## config.mk

```make
export PLATFORM = sky130hd
export DESIGN_NAME = uart_rx
export DESIGN_NICKNAME = d
export VERILOG_FILES = /design/src/rtl/uart_pkg.sv /design/src/rtl/uart_rx_sync.sv /design/src/rtl/uart_rx.sv
export SDC_FILE = /design/constraint.sdc
export NUM_CORES = 1
export LEC_CHECK = 0
export ABC_AREA = 1
export BUFFER_PORTS_ARGS = -buffer_cell sky130_fd_sc_hd__buf_4
export CAP_MARGIN = 5
export CORE_MARGIN = 2
export CORE_UTILIZATION = 60
export CTS_CLUSTER_SIZE = 12
export DETAILED_ROUTE_END_ITERATION = 16
export PLACE_DENSITY = 0.83
export SYNTH_ARGS = -nofsm -noshare
export SYNTH_HDL_FRONTEND = slang
export SYNTH_SLANG_ARGS = --single-unit
```

## constraint.sdc

```tcl
create_clock -name clk -period 2.4 [get_ports clk]
set_clock_uncertainty 0.2 [all_clocks]
set_input_delay 0.48 -clock clk [delete_from_list [all_inputs] [get_ports clk]]
set_output_delay 0.48 -clock clk [all_outputs]
set_load 0.05 [all_outputs]
```

## src/rtl/uart_pkg.sv

```systemverilog
// -----------------------------------------------------------------------------
// uart_pkg
// Shared definitions for the UART receiver/transmitter pair:
//   - uart_state_e  : 2-bit frame-state encoding (idle, start, data, stop)
//   - calc_baud_cnt : clocks per bit, CLK_FREQ / BAUD_RATE
//   - calc_half     : clocks to the middle of a bit, BAUD_CNT / 2
//   - params_ok     : legal-range check for the frame/baud parameters
// No ports (package).
// -----------------------------------------------------------------------------
package uart_pkg;

    typedef enum logic [1:0] {
        StIdle  = 2'd0,
        StStart = 2'd1,
        StData  = 2'd2,
        StStop  = 2'd3
    } uart_state_e;

    function automatic int unsigned calc_baud_cnt(input int unsigned clk_freq,
                                                  input int unsigned baud_rate);
        return clk_freq / baud_rate;
    endfunction

    function automatic int unsigned calc_half(input int unsigned baud_cnt);
        return baud_cnt / 2;
    endfunction

    function automatic bit params_ok(input int unsigned clk_freq,
                                     input int unsigned baud_rate,
                                     input int unsigned data_width,
                                     input int unsigned stop_width);
        int unsigned bc;
        if (baud_rate == 0) return 1'b0;
        bc = clk_freq / baud_rate;
        return (bc >= 4) && (bc <= 65535) &&
               (data_width >= 5) && (data_width <= 8) &&
               (stop_width >= 1) && (stop_width <= 2);
    endfunction

endpackage

```

## src/rtl/uart_rx_sync.sv

```systemverilog
// -----------------------------------------------------------------------------
// uart_rx_sync
// Two-flop synchroniser for the asynchronous rxd pin plus a delayed copy for
// falling-edge detection.
// Ports:
//   i_clk   - system clock
//   i_rst   - synchronous active-high reset (all flops to 1 = idle line)
//   i_rxd   - raw serial pin
//   o_rx_s  - synchronised line level (2 cycles of latency)
//   o_fall  - high for one cycle when o_rx_s goes 1 -> 0
// -----------------------------------------------------------------------------
module uart_rx_sync (
    input  logic i_clk,
    input  logic i_rst,
    input  logic i_rxd,
    output logic o_rx_s,
    output logic o_fall
);

    logic r_meta;
    logic r_sync;
    logic r_dly;

    always_ff @(posedge i_clk) begin
        if (i_rst) begin
            r_meta <= 1'b1;
            r_sync <= 1'b1;
            r_dly  <= 1'b1;
        end else begin
            r_meta <= i_rxd;
            r_sync <= r_meta;
            r_dly  <= r_sync;
        end
    end

    assign o_rx_s = r_sync;
    assign o_fall = r_dly & ~r_sync;

endmodule

```

## src/rtl/uart_rx.sv

```systemverilog
// -----------------------------------------------------------------------------
// uart_rx
// Asynchronous serial receiver: start bit, DATA_WIDTH data bits LSB first,
// STOP_WIDTH stop bits, idle-high line. Each bit is sampled at mid-period.
// Ports:
//   clk       - system clock, rising edge
//   rst       - synchronous active-high reset
//   rxd       - serial line from the pin (asynchronous)
//   data_rx   - last good word; bits above DATA_WIDTH-1 read 0
//   rx_done   - one-cycle pulse: data_rx updated with a good frame
//   frame_err - one-cycle pulse: a stop bit sampled 0, data_rx held
//   busy      - high from start-edge detect until the frame ends or is rejected
// -----------------------------------------------------------------------------
module uart_rx
    import uart_pkg::*;
#(
    parameter int unsigned CLK_FREQ   = 50_000_000,
    parameter int unsigned BAUD_RATE  = 115200,
    parameter int unsigned DATA_WIDTH = 8,
    parameter int unsigned STOP_WIDTH = 1
) (
    input  logic       clk,
    input  logic       rst,
    input  logic       rxd,
    output logic [7:0] data_rx,
    output logic       rx_done,
    output logic       frame_err,
    output logic       busy
);

    localparam int unsigned BAUD_CNT = calc_baud_cnt(CLK_FREQ, BAUD_RATE);
    localparam int unsigned HALF     = calc_half(BAUD_CNT);

    localparam logic [15:0] HALF_LAST = 16'(HALF - 1);
    localparam logic [15:0] BAUD_LAST = 16'(BAUD_CNT - 1);
    localparam logic [3:0]  DATA_LAST = 4'(DATA_WIDTH - 1);
    localparam logic [3:0]  STOP_LAST = 4'(STOP_WIDTH - 1);

    if (!params_ok(CLK_FREQ, BAUD_RATE, DATA_WIDTH, STOP_WIDTH)) begin : g_bad_params
        $error("uart_rx: parameters out of range");
    end

    logic w_rx_s;
    logic w_fall;

    uart_rx_sync u_sync (
        .i_clk  (clk),
        .i_rst  (rst),
        .i_rxd  (rxd),
        .o_rx_s (w_rx_s),
        .o_fall (w_fall)
    );

    uart_state_e r_state,   w_state_d;
    logic [15:0] r_br_cnt,  w_br_cnt_d;
    logic [3:0]  r_bit_cnt, w_bit_cnt_d;
    logic [7:0]  r_shift,   w_shift_d;
    logic        r_err,     w_err_d;
    logic        r_busy,    w_busy_d;
    logic [7:0]  r_data,    w_data_d;
    logic        r_done,    w_done_d;
    logic        r_ferr,    w_ferr_d;
    logic        w_stop_bad;

    always_ff @(posedge clk) begin
        if (rst) begin
            r_state   <= StIdle;
            r_br_cnt  <= '0;
            r_bit_cnt <= '0;
            r_shift   <= '0;
            r_err     <= 1'b0;
            r_busy    <= 1'b0;
            r_data    <= '0;
            r_done    <= 1'b0;
            r_ferr    <= 1'b0;
        end else begin
            r_state   <= w_state_d;
            r_br_cnt  <= w_br_cnt_d;
            r_bit_cnt <= w_bit_cnt_d;
            r_shift   <= w_shift_d;
            r_err     <= w_err_d;
            r_busy    <= w_busy_d;
            r_data    <= w_data_d;
            r_done    <= w_done_d;
            r_ferr    <= w_ferr_d;
        end
    end

    always_comb begin
        w_state_d   = r_state;
        w_br_cnt_d  = r_br_cnt;
        w_bit_cnt_d = r_bit_cnt;
        w_shift_d   = r_shift;
        w_err_d     = r_err;
        w_busy_d    = r_busy;
        w_data_d    = r_data;
        w_done_d    = 1'b0;
        w_ferr_d    = 1'b0;
        // Includes the sample being taken this cycle, so the verdict is ready
        // on the last stop bit without waiting for r_err to update.
        w_stop_bad  = r_err | ~w_rx_s;

        unique case (r_state)
            StIdle: begin
                // Edge, not level: a line stuck low cannot re-trigger.
                if (w_fall) begin
                    w_state_d  = StStart;
                    w_busy_d   = 1'b1;
                    w_br_cnt_d = '0;
                    w_err_d    = 1'b0;
                end
            end
            StStart: begin
                if (r_br_cnt == HALF_LAST) begin
                    if (w_rx_s) begin
                        // Line back high at mid-start: glitch, drop it.
                        w_state_d = StIdle;
                        w_busy_d  = 1'b0;
                    end else begin
                        w_state_d   = StData;
                        w_br_cnt_d  = '0;
                        w_bit_cnt_d = '0;
                    end
                end else begin
                    w_br_cnt_d = r_br_cnt + 16'd1;
                end
            end
            StData: begin
                if (r_br_cnt == BAUD_LAST) begin
                    w_shift_d[r_bit_cnt[2:0]] = w_rx_s;
                    w_br_cnt_d = '0;
                    if (r_bit_cnt == DATA_LAST) begin
                        w_state_d   = StStop;
                        w_bit_cnt_d = '0;
                    end else begin
                        w_bit_cnt_d = r_bit_cnt + 4'd1;
                    end
                end else begin
                    w_br_cnt_d = r_br_cnt + 16'd1;
                end
            end
            StStop: begin
                if (r_br_cnt == BAUD_LAST) begin
                    w_br_cnt_d = '0;
                    w_err_d    = w_stop_bad;
                    if (r_bit_cnt == STOP_LAST) begin
                        // Leaving at mid-stop leaves half a bit to catch the
                        // next start edge at full line rate.
                        w_state_d   = StIdle;
                        w_busy_d    = 1'b0;
                        w_bit_cnt_d = '0;
                        if (w_stop_bad) begin
                            w_ferr_d = 1'b1;
                        end else begin
                            w_done_d = 1'b1;
                            w_data_d = r_shift;
                        end
                    end else begin
                        w_bit_cnt_d = r_bit_cnt + 4'd1;
                    end
                end else begin
                    w_br_cnt_d = r_br_cnt + 16'd1;
                end
            end
            default: begin
                w_state_d = StIdle;
                w_busy_d  = 1'b0;
            end
        endcase
    end

    assign data_rx   = r_data;
    assign rx_done   = r_done;
    assign frame_err = r_ferr;
    assign busy      = r_busy;

endmodule

```

## Yosys cells after proc, flatten, opt, wreduce, memory -nomap -nowiden

Cells that the tools add are included.

- Add/subtract/negate cells: 2
- $mul: 0
- Divide/modulo/power cells: 0
- Magnitude comparators: 2
- Equality and inequality tests: 15
- Shift-type cells: 0
- Mux-type cells: 34
- Bitwise gates (word level): 7
- Reductions and logical operators: 15

Operators with widths:

| cell | count |
|---|---|
| $mux 16 | 4 |
| $pmux 16 s3 | 1 |
| $mux 4 | 6 |
| $add 16x1->16 const B | 1 |
| $eq 16x8->1 const B | 1 |
| $eq 16x9->1 const B | 1 |
| $mux 2 | 7 |
| $ne 2x2->1 const B | 6 |
| $pmux 4 s3 | 1 |
| $reduce_and 6->1 | 2 |
| $mux 1 | 10 |
| $bwmux 8 | 1 |
| $pmux 2 s4 | 1 |
| $reduce_bool 3->1 | 2 |
| $not 1->1 | 5 |
| $reduce_and 5->1 | 1 |
| $add 4x1->4 const B | 1 |
| $eq 2x2->1 const B | 2 |
| $eq 4x3->1 const B | 1 |
| $logic_not 4->1 | 1 |
| $lt 3x4->1 const B | 1 |
| $ne 2x1->1 const B | 2 |
| $reduce_and 2->1 | 2 |
| $reduce_and 4->1 | 1 |
| 14 further kinds | 14 |

- Flip-flop bits (word level): 45
- Bits in latches: 0
- Bits in writable memories: 0
- Bits in read-only memories: 0
- Bits of input ports: 3
- Output and inout port bits: 11
- Logic and storage cells: 87
- Memories kept: 0

## Depth between registers and ports, before layout

Gate-level depths: netlist of the first run.

- Depth in word-level cells: 5
- Gate-level depth with buffers: 13
- Mapped depth without buffers: 13

## Cells and area by module

From an unflattened synthesis of the first run, not the netlist that was laid out.

- Cell total of the unflattened synthesis: 415
- Area total of the unflattened synthesis: 2613.8 µm²

By module, submodules not included:

| module | times used | cells each | area each (µm²) | seq. area each (µm²) |
|---|---|---|---|---|
| uart_rx | 1 | 403 | 2519.9 | 840.8 |
| uart_rx_sync | 1 | 12 | 93.8 | 60.1 |

## Least setup slack after synthesis of the first run

OpenSTA, ideal clock, no wires.

- Kind: flip-flop to flip-flop
- From: register r_bit_cnt[0]
- To: register r_data[0] (netlist: data_rx[0])
- Setup time: 0.117 ns
- Data arrival time: 1.550 ns
- Data required time: 2.083 ns
- Slack: 0.533 ns
- Cell stages (with the launch flop): 9
- Buffers on the path: 1
- Period minus slack after synthesis: 1.867 ns
- Path through: dfxtp_1 inv_1 buf_2 ha_1 nand3_1 nor3_4 nand2_4 o21ai_1 nor2_1

- Cells in the longest elaborated chain, start to end: 2

RTL lines:

| item | RTL line | source |
|---|---|---|
| start, declared | uart_rx.sv:56 | `logic [3:0] r_bit_cnt, w_bit_cnt_d;` |
| start signal, assigned | uart_rx.sv:79 | `r_bit_cnt <= w_bit_cnt_d;` |
| $logic_not 4->1 | uart_rx.sv:146 | `if (r_bit_cnt == STOP_LAST) begin` |
| $reduce_and 4->1 (no line) | -- |  |
| end signal, assigned | uart_rx.sv:83 | `r_data <= w_data_d;` |
| end, declared | uart_rx.sv:60 | `logic [7:0] r_data, w_data_d;` |

No other way between the ends.
A chain may end at the register's enable or synchronous reset.

## Worst setup path in the final report of the first run

- From: register r_state[0]
- To: register r_br_cnt[8]

- Cells in the longest elaborated chain, start to end: 3
- Elaborated cells between the ends (all ways): 9
- Those cells by class: eq/ne (5); mux (1); reduce/logical (3)

RTL lines:

| item | RTL line | source |
|---|---|---|
| start, declared | uart_rx.sv:54 | `uart_state_e r_state, w_state_d;` |
| start signal, assigned | uart_rx.sv:67 | `r_state <= StIdle;` |
| start signal, assigned | uart_rx.sv:77 | `r_state <= w_state_d;` |
| $eq 2x2->1 (tied with other cells) | uart_rx.sv:103 | `unique case (r_state)` |
| $reduce_or 2->1 (no line) (tied with other cells) | -- |  |
| $pmux 16 s3 / $reduce_and 2->1 (equally long branches) | -- |  |
| end signal, assigned | uart_rx.sv:78 | `r_br_cnt <= w_br_cnt_d;` |
| end, declared | uart_rx.sv:55 | `logic [15:0] r_br_cnt, w_br_cnt_d;` |

Parallel ways exist; a longest one is shown, timed or not.

==> impl.org, run 1 <==
** Run status
- The flow ran to the end, and the final reports show no timing, DRC or antenna violations.

** Synthesis
- Number of distinct standard cells referenced by the synthesized netlist :: 37
- For this run, the leading register cell type out of synthesis is dfxtp_1.
- Main area contributors after synthesis :: dfxtp_1, nand2_1, nor2_1
- Flops & latches, synth :: 45
- Ys async rst share :: 0
- Post-synthesis instance area :: 2490 µm²
- Post-synthesis net count :: 361
- Number of warnings reported in the yosys synthesis log :: 0
- Mean area per synthesized cell :: 7.06 µm²
- Synth Instances :: 353
- The biggest area contributor in the post-synthesis netlist is dfxtp_1.
- Of the synthesized area, sequential elements account for 0.361.
- Post-synth EDFFs :: 0
- Of the post-synthesis cell area, the dominant cell type holds 0.361.

** Cells and area
- The final layout contains 371 nets.
- Most common library cell in the layout ignoring fill and taps :: nand2_1
- In the final layout, the share of cells above drive strength 1 is 0.176.
- Count of placed standard cells in the final layout, fillers left out :: 414
- Leading cell types in the layout, fill and taps excluded :: nand2_1, nor2_1, dfxtp_1, a21oi_1, inv_1
- The number of antenna diodes in the final layout is 0.
- Relative area change from synthesis to final layout :: 8.38%

** Global route
- For this run the aggregate overflow at the end of global routing stands at 0.
- The first global-routing pass estimated 9130 µm of wire.
- Maximum number of pins on one net before global-route repair :: 28
- Total track usage :: 0.261
- The initial antenna violation count is 0.
- The number of global-route vias before repair is 1986.

** Pwr
- For this design the static power due to leakage is 1.04 nW.
- VDD IR max :: 332 µV
- In this run the power density over the cells is 551 nW/µm².

** Placed design
- Input and output buffers added on the ports amount to 13.
- Half-perimeter wire length of the detailed placement result :: 3890 µm
- After detailed placement, the design holds a cell count of 406.
- At the end of routability-driven placement, the weighted congestion stood at 0.970.

** Route
- In this run, the number of DRC markers left after iteration 0 of detailed routing was 222.
- After detailed routing, the number of remaining DRC violations is 0.
- Via-per-instance ratio :: 5.60
- After detailed routing, the average wire length per cell comes to 13.2 µm.
- Total wire length after detailed routing :: 5460 µm
- Detailed routing inserted a total of 2317 vias.
- The first detailed-routing pass ran for 5 iterations.
- Post-route ant nets :: 0

** STA
- Unrepaired setup endpoints after global routing :: no
- Worst max-slew margin expressed relative to the limit :: 0.587
- Timing would allow up to 460 MHz.
- Setup tns final :: 0 ps
- The count of final hold-check violations is 0.
- Subtracting the final worst setup slack from the clock period gives 2170 ps.
- Setup violations remaining at the end of the flow were counted as 0.
- Of the available clock period, the critical path in the final layout requires 0.906.
- Tightest Pin Transition :: 619 ps
- The final count of pins violating max slew came to 0.

** CTS
- Clock tree synthesis inserted a total of 5 buffers.
- After clock tree synthesis, the repair step resized 0 gates.
- Clock Path Buffers :: 2
- Clock sink total :: 45
- Clock-pin slew was measured on the worst setup and hold paths at 80 ps.
- TritonCTS clock tree :: done
- After clock tree synthesis, the flow added hold-fix buffers numbering 0.
- Number of levels in the clock H-tree :: 2
- Source-to-sink clock delay at the later pin of the worst-skew pair :: 300 ps
- Post-CTS timing repair inserted 0 buffers for setup.
- Cell at the root of the clock tree :: clkbuf_8

** Flow run
- The tool flagged a number of max-cap violations equal to 0.

** Floorplan
- Chip Width :: 68.5 µm
- In this run the standard cell core region covers 4000 µm².
- Die extent in y :: 68.5 µm
- 14 I/O pins were placed.
- Initial standard-cell utilization of the core :: 0.623
- Die area :: 4690 µm²
- In this run the core area contains 23 standard-cell rows.

** Setup path
- Data arrival at the endpoint of the critical path :: 2220 ps
- The worst setup path is captured at a flip-flop.
- Largest fanout of any net on the critical path :: 17
- Type of the worst setup path :: reg -> reg
- Crit start category :: flip-flop
- Data required time of the critical path :: 2450 ps

** Hold path
- Worst min-delay path category :: in -> reg
## worst paths after layout
| path | from | endpoint | slack (ps) | cells after the start |
|---|---|---|---|---|
| max | r_state[0] | r_br_cnt[8] | 230 | 12 |
| min | rxd | u_sync.r_meta | 160 | 2 |
| max reg2reg | r_state[0] | r_br_cnt[8] | 230 | 12 |
| min reg2reg | u_sync.r_meta | u_sync.o_rx_s | 220 | 1 |
## cell families after synthesis
logic type	Yosys count	share of synthesized area
AND/OR/NAND/NOR	186	0.368
adder cells (fa/ha/maj)	5	0.0251
XOR/XNOR	8	0.0281
flip-flops	45	0.361
AO/OA/AOI/OAI	59	0.132
buffers and inverters	50	0.0858
## metal layers
| layer | global-route usage | share of wire | up-vias |
|---|---|---|---|
| met1 | 0.368 | 0.48 | 1051 |
| li1 | - | - | 1174 |
| met5 | 0 | 0 | - |
| met3 | 0.0839 | 0.092 | 7 |
| met2 | 0.382 | 0.42 | 85 |
| met4 | 0.0675 | 0.0097 | 0 |
## power breakdown
group          leakage [nW]  total (W)  internal, W  switching, W
sequential            0.363   0.000786     0.000760     0.0000260
clock                0.0512   0.000496     0.000233      0.000263
combinational         0.625   0.000206    0.0000577      0.000148
total                  1.04    0.00149      0.00105      0.000437
## cells in the mapped netlist (2+ instances only)
| cell | number |
|---|---|
| a211oi_1 | 3 |
| nor3_1 | 5 |
| nand2_2 | 11 |
| inv_2 | 6 |
| ha_1 | 5 |
| nand2_1 | 65 |
| nor2_4 | 5 |
| buf_2 | 5 |
| o21bai_1 | 3 |
| nand3_1 | 25 |
| nand4_1 | 12 |
| nor2_2 | 4 |
| a21oi_1 | 32 |
| nor4_1 | 2 |
| clkinv_2 | 2 |
| inv_1 | 27 |
| or2_2 | 3 |
| dfxtp_1 | 45 |
| buf_6 | 2 |
| o21ai_0 | 8 |
| o21ai_1 | 8 |
| nand2_4 | 3 |
| clkbuf_1 | 6 |
| nor2_1 | 47 |
| xor2_1 | 7 |
## worst max-delay path, stage by stage (launching register included)
cell and delay, ps:
dfxtp_1 650, inv_2 110, nor2_4 120, inv_2 50, nor2_2 90, nand3_2 130
nand2_4 210, inv_4 100, nand3_4 100, nand2_2 100, nor2_1 150, nand2_1 60
inv_1 50
## cell type report
cell class	instances	area (µm²)
Fill cell	350	1300
Multi-Input combinational cell	258	1380
Inverter	37	144
Clock inverter	2	13.8
Tap cell	50	62.6
Sequential cell	45	901
Clock buffer	6	82.6
Timing Repair Buffer	16	120
## state kept, by name, indices dropped and copies added (netlist names), named ones only
signal	count
data_rx	8
u_sync.o_rx_s	1
r_err	1
rx_done	1
r_bit_cnt	4
u_sync.r_meta	1
frame_err	1
r_br_cnt	16
r_state	1
busy	1
u_sync.r_dly	1
r_shift	8
## stage by stage
| step | hold slack, ps | total power (W) | area (µm²) | setup WS [ps] | util |
|---|---|---|---|---|---|
| floorplan | 189 | 0.000961 | 2490 | 533 | - |
| global route | 153 | 0.00155 | 2700 | 72.0 | 0.675 |
| CTS | 166 | 0.00150 | 2700 | 260 | 0.675 |
| detailed placement | 196 | 0.00100 | 2610 | 279 | 0.651 |
| global placement | 199 | 0.00100 | 2610 | 269 | 0.651 |
| finish | 164 | 0.00149 | 2700 | 226 | 0.675 |
Power figures use the tool's default switching activity.
==> run 2: changes to the inputs <==
Settings changed: BUFFER_PORTS_ARGS -buffer_cell sky130_fd_sc_hd__buf_4 to -buffer_cell sky130_fd_sc_hd__buf_2.
==> run 2 against run 1 <==
Die area stayed put. Largest power group unchanged. Critical path type unchanged. Maximum frequency is 1.0% lower. Design area is 1.0% lower. First-iteration DRC count is 11% higher. Largest cell class unchanged.
==> impl.org, run 2 (synthesis results as in run 1) <==
** Run status
- The run finished with clean final reports.

** Global route
- The aggregate global routing overflow came to 0 (unchanged).
- Antenna violations before repair :: 0 (unchanged)
- Global-route wire length before repair :: 8930 µm (-2.2%)
- The largest net degree at the start of global routing came to 27 (-3.6%).
- Vias in the first global route :: 1908 (-3.9%)
- Total track usage :: 0.255 (-0.00635)

** Cells and area
- The final design area excluding fillers was 2670 µm² (-1.0%).
- Register with the highest flop count :: r_br_cnt
- Number of antenna cells inserted :: 0 (unchanged)
- Relative to the synthesized area, the layout overhead comes to 7.28%.
- Fraction of final layout cells with drive strength greater than 1 :: 0.178 (+0.00226)
- Leading cell types in the layout, fill and taps excluded :: nand2_1, nor2_1, dfxtp_1, a21oi_1, inv_1
- Most common library cell in the layout ignoring fill and taps :: nand2_1
- Total Nets Final :: 372 (+0.27%)
- The flip-flop count of the largest register, all copies and words added came to 16 (unchanged).
- The number of filler instances in the final layout came to 335 (-4.3%).

** Route
- The number of optimization iterations in the first detailed-route pass came to 5 (unchanged).
- The average wire length per cell after detail routing was 13.3 µm (+0.71%).
- Routed via count :: 2310 (-0.30%)
- Via-per-instance ratio :: 5.57 (-0.54%)
- DRC marker count from the first detailed-route iteration :: 246 (+11%)
- The wire length after detailed routing came to 5510 µm (+0.95%).
- Remaining DRCs :: 0 (unchanged)
- The antenna violation net count after detailed routing came to 0 (unchanged).

** Floorplan
- Floorplan Core Area :: 4000 µm² (unchanged)
- The full die area was 4690 µm² (unchanged).
- Initial standard-cell utilization of the core :: 0.623 (unchanged)
- The number of core rows is 23 (unchanged).
- The I/O pin count is 14 (unchanged).
- Chip Width :: 68.5 µm (unchanged)
- Die extent in y :: 68.5 µm (unchanged)

** Hold path
- For hold timing, the worst endpoint is u_sync.r_meta.
- Worst min-delay path category :: in -> reg
- The startpoint identified for the worst hold timing path is rxd.
- Hold path depth :: 2 (unchanged)

** Setup path
- Crit start category :: flip-flop
- STA classifies the critical path endpoint as a flip-flop.
- The depth of the worst register-to-register path was 12 (unchanged).
- Max incr delay on CP :: 670 ps (+20 ps)
- Start of the worst register-to-register path :: r_state[0]
- The worst setup slack for register-to-register paths came to 200 ps (-20 ps).
- CP startpoint :: r_state[0]
- Counting stages on the worst path, the most repeated cell is inv_2.
- In this run the critical register-to-register path is captured at r_br_cnt[8].
- The signal on the critical path passes through inv_2, nor2_4, inv_2, nor2_2, nand3_2, nand2_4, inv_4, nand3_4, nand2_2, nor2_1, nand2_1, inv_1.
- The worst setup path is of the reg -> reg kind.
- On the critical path, the stage with the largest delay is an instance of dfxtp_1.
- The worst endpoint required time is 2450 ps (about the same).
- The data arrival at the endpoint of the critical path is 2250 ps (+30 ps).
- The maximum fanout along the worst path was 17 (unchanged).

** CTS
- Number of buffers added by the clock tree synthesis step :: 5 (unchanged)
- The CTS H-tree depth came to 2 (unchanged).
- Hold buffers post-CTS :: 0 (unchanged)
- TritonCTS built the clock tree.
- Cell at the root of the clock tree :: clkbuf_8
- The post-cts gate resize count was 0 (unchanged).
- The buffer count from post-CTS setup fixing came to 0 (unchanged).
- Source-to-sink clock delay at the later pin of the worst-skew pair :: 300 ps (about the same)
- The number of clock sinks seen by CTS was 45 (unchanged).
- The register clock-pin slew on the reported worst setup and hold paths came to 90 ps (about the same).
- Clock Path Buffers :: 2 (unchanged)

** STA
- The headroom to the max-slew limit was 0.595 (+0.00806).
- Setup ws final :: 203 ps (-22.9 ps)
- The worst hold slack is 162 ps (-1.76 ps).
- The setup-violating endpoint count in the final report was 0 (unchanged).
- The count of final hold-check violations came to 0 (unchanged).
- Setup repair after global routing left no endpoint under its margin.
- Final critical path time including I/O delays and setup :: 2200 ps (+22.9 ps)
- Tightest Pin Transition :: 606 ps (-12.1 ps)
- Setup tns final :: 0 ps (unchanged)
- Pins Over Slew Limit :: 0 (unchanged)
- The fraction of the cycle the final worst path needs is 0.915 (+0.00956).
- Highest clock frequency the design can meet :: 455 MHz (-1.0%)

** Pwr
- The highest ir drop seen on vdd came to 285 µV (-14%).
- Power density normalized to cell area :: 552 nW/µm² (+0.33%)
- The leakage power total was 1.04 nW (-0.20%).

** Placed design
- The pre-CTS setup slack is 266 ps (-13.4 ps).
- Weighted congestion at the end of routability-driven global placement :: 0.980 (+1.0%)
- The post-place instance area was 2580 µm² (-0.96%).
- Number of port buffers :: 13 (unchanged)
- Half-perimeter wire length of the detailed placement result :: 3910 µm (+0.30%)

** Flow run
- The number of maximum-capacitance constraint violations was 0 (unchanged).
run 2: critical path, delay by kind of cell, from the launching register on:
kind / cells / cell delay (ps)
buf+inv: 4 / 310
flops: 1 / 670
simple gates: 8 / 980
run 2: how the worst max path moves through the flow:
stage	end	depth (start not counted)	slack (ps)
after detailed placement	r_br_cnt[8]	12	270
after floorplan	data_rx[0]	8	530
after global routing	r_br_cnt[8]	12	20
final	r_br_cnt[8]	12	200
after CTS	r_br_cnt[8]	12	250
after global placement	r_br_cnt[8]	12	300
run 2: area by class of cell:
cell class	count	area, µm²	area share
Clock buffer	5	68.8	0.0257
Clock inverter	3	25.0	0.00936
Inverter	37	144	0.0538
Multi-Input combinational cell	258	1380	0.515
Sequential cell	45	901	0.337
Tap cell	50	62.6	0.0234
Timing Repair Buffer	17	95.1	0.0356
run 2: routing by layer:
| metal | vias to the layer above | part of all wire | track usage |
|---|---|---|---|
| met5 | - | 0 | 0 |
| met3 | 6 | 0.076 | 0.0641 |
| met1 | 1035 | 0.50 | 0.384 |
| met2 | 93 | 0.42 | 0.359 |
| met4 | 0 | 0.011 | 0.0600 |
| li1 | 1176 | - | - |
run 2: power by group:
group          internal (W)  switching [W]  total [W]
Combinational     0.0000564       0.000149   0.000205
Sequential         0.000760      0.0000269   0.000787
Clock              0.000210       0.000275   0.000485
run 2: per-stage QoR:
| stage | instances | total power, W | util |
|---|---|---|---|
| final | 415 | 0.00148 | 0.668 |
| after global routing | 415 | 0.00154 | 0.668 |
| after CTS | 415 | 0.00149 | 0.668 |
| after detailed placement | 407 | 0.00100 | 0.645 |
| after global placement | 407 | 0.000999 | 0.645 |
| after floorplan | 353 | 0.000961 | - |
==> run 3: changes to the inputs <==
Settings changed: CAP_MARGIN 5 to default, MAX_ROUTING_LAYER from default to met4.
==> run 3 against run 2 <==
Critical path type unchanged. Hold slack got worse by 6.9 ps. Cell count did not move. Die area did not move. Routed wire length rose by 6.4%. Combinational power barely moved. Maximum frequency rose by 0.11%. Register-to-register slack barely moved. Largest cell class unchanged.
==> impl.org, run 3 (synthesis results as in run 1) <==
** CTS
- The number of clock sinks seen by CTS was 45 (unchanged).
- The root buffer cell chosen for the clock tree is clkbuf_8.
- The register clock-pin slew on the reported worst setup and hold paths was 90 ps (about the same).
- The number of buffers inserted during clock tree synthesis was 5 (unchanged).
- Clock Path Buffers :: 2 (unchanged)
- The post-cts gate resize count was 0 (unchanged).
- The hold buffer count at cts was 0 (unchanged).
- TritonCTS clock tree :: done
- The buffer count from post-CTS setup fixing was 0 (unchanged).
- The clock network latency to the later pin of the worst-skew pair came to 300 ps (about the same).
- The CTS H-tree depth is 2 (unchanged).

** STA
- Worst max-slew margin expressed relative to the limit :: 0.613 (+0.0178)
- The setup-violating endpoint count in the final report was 0 (unchanged).
- Final hold slack :: 155 ps (-6.93 ps)
- Final cycle utilization of the critical path :: 0.914 (-0.000970)
- The maximum clock frequency was 456 MHz (+0.11%).
- Setup repair after global routing left no endpoint under its margin.
- Final critical path time including I/O delays and setup :: 2190 ps (-2.33 ps)
- Setup tns final :: 0 ps (unchanged)
- Pins Over Slew Limit :: 0 (unchanged)
- The transition time at the pin with the least slew margin is 580 ps (-26.6 ps).
- Hold Fails Final Rpt :: 0 (unchanged)

** Hold path
- The worst hold path terminates at u_sync.r_meta.
- The number of cells traversed by the worst hold path was 2 (unchanged).
- In this run the most critical hold path is launched from rxd.
- The min-delay analysis places its worst path in the category in -> reg.

** Route
- DRC marker count from the first detailed-route iteration :: 269 (+9.3%)
- Total wire length after detailed routing :: 5860 µm (+6.4%)
- Detailed-route wire length per cell :: 14.1 µm (+6.4%)
- Drt first pass iters :: 5 (unchanged)
- The vias after detailed routing came to 2355 (+1.9%).
- The via count normalized by instance count came to 5.67 (+1.9%).
- The antenna violation net count after detailed routing came to 0 (unchanged).
- The remaining routing DRC violations came to 0 (unchanged).

** Setup path
- The maximum fanout along the worst path came to 17 (unchanged).
- The data arrival at the endpoint of the critical path came to 2250 ps (about the same).
- Type of the worst setup path :: reg -> reg
- STA classifies the critical path startpoint as a flip-flop.
- Data required time of the critical path :: 2460 ps (about the same)
- The worst setup slack for register-to-register paths was 210 ps (about the same).
- In this run the critical register-to-register path is launched from r_state[0].
- Depth of the most critical reg-to-reg path :: 12 (unchanged)
- The endpoint identified for the worst register-to-register timing path is r_br_cnt[8].
- CP Capture Type :: flip-flop

** Cells and area
- Leaving out fill and tap cells, the most frequent cell in the layout is nand2_1.
- Max FFs per register :: 16 (unchanged)
- Filler cell count :: 343 (+2.4%)
- Total Nets Final :: 372 (unchanged)
- The sequential cell area was 901 µm² (unchanged).
- The multi-input logic area was 1380 µm² (unchanged).
- From synthesis to final layout, the design area changed by 9.04%.
- The ratio of cells with drive above 1 in the final layout was 0.178 (unchanged).
- Register with the highest flop count :: r_br_cnt
- Count of placed standard cells in the final layout, fillers left out :: 415 (unchanged)
- Number of antenna cells inserted :: 0 (unchanged)
- The post-route core utilization was 0.679 (+0.0109).
- Leading cell types in the layout, fill and taps excluded :: nand2_1, nor2_1, dfxtp_1, a21oi_1, inv_1

** Run status
- The flow ran to the end, and the final reports show no timing, DRC or antenna violations.

** Pwr
- PnR Total Power :: 0.00169 W (+15%)
- The highest ir drop seen on vdd was 363 µV (+27%).
- Power density normalized to cell area :: 623 nW/µm² (+13%)
- The leakage power total was 1.06 nW (+2.3%).

** Global route
- Vias in the first global route :: 1938 (+1.6%)
- The total routing usage reported by global routing came to 0.275 (+0.0198).
- Global routing met1 resource utilization :: 0.397 (+0.0129)
- met1 is the most crowded layer.
- The initial antenna violation count came to 0 (unchanged).
- The aggregate global routing overflow came to 0 (unchanged).
- Maximum number of pins on one net before global-route repair :: 27 (unchanged)
- Met2 routing resource usage after global routing :: 0.388 (+0.0288)
- The wire length of the first global-routing pass is 9270 µm (+3.8%).
- Met3 track demand over resource in global routing :: 0.0576 (-0.00658)

** Flow run
- The number of maximum-capacitance constraint violations was 0 (unchanged).

** Placed design
- Number of port buffers :: 13 (unchanged)
- The final weighted congestion in routability-driven placement was 1.01 (+3.1%).
- Count of placed standard cells including taps :: 407 (unchanged)
- The placed wire-length estimate after detailed placement came to 4000 µm (+2.3%).

** Floorplan
- Die area :: 4690 µm² (unchanged)
- Chip Width :: 68.5 µm (unchanged)
- Initial standard-cell utilization of the core :: 0.623 (unchanged)
- Die extent in y :: 68.5 µm (unchanged)
- The I/O pin count is 14 (unchanged).
- The core area was 4000 µm² (unchanged).
- Number of cell rows :: 23 (unchanged)
==> run 3: changes by cell type in the layout (fill, tap and decap cells not counted), sizes merged <==
cell	before	now
bufinv	0	2
clkinv	4	3
clkinvlp	1	0
==> run 3: metrics by stage <==
step | area (µm²) | setup WS [ps]
floorplan | 2490 | 533
global placement | 2580 | 280
detailed placement | 2580 | 253
CTS | 2720 | 218
global route | 2720 | 54.9
finish | 2720 | 206
==> run 3: cell type report <==
type,count,share of cell area
Sequential cell,45,0.331
Tap cell,50,0.0230
Inverter,37,0.0529
Timing Repair Buffer,17,0.0350
Clock buffer,5,0.0253
Multi-Input combinational cell,258,0.507
Clock inverter,3,0.0253
==> run 3: power by group <==
group	total (W)	switching, W	internal (W)
Sequential	0.000787	0.0000271	0.000760
Clock	0.000700	0.000281	0.000419
Combinational	0.000207	0.000150	0.0000563
==> run 3: critical path, stage by stage, from the launching register on <==
cell,delay [ps]
dfxtp_1,680
inv_2,110
nor2_4,120
inv_2,50
nor2_2,80
nand3_2,120
nand2_4,210
inv_4,90
nand3_4,100
nand2_2,110
nor2_1,150
nand2_1,70
inv_1,50
==> run 3: worst max path at each step <==
stage	endpoint	from	depth (start not counted)	slack [ps]
finish	r_br_cnt[8]	r_state[0]	12	210
global route	r_br_cnt[8]	r_state[0]	12	50
CTS	r_br_cnt[8]	r_state[0]	12	220
detailed placement	r_br_cnt[8]	r_state[0]	12	250
global placement	r_br_cnt[8]	r_state[0]	12	280
floorplan	data_rx[0]	r_bit_cnt[0]	8	530
==> run 3: layer usage <==
layer  routed length (µm)  up-vias  share of wire
li1                     -     1175              -
met1                 2770     1068           0.47
met2                 2600      103           0.44
met3                  431        9          0.074
met4                   64        0          0.011
met5                    0        -              0
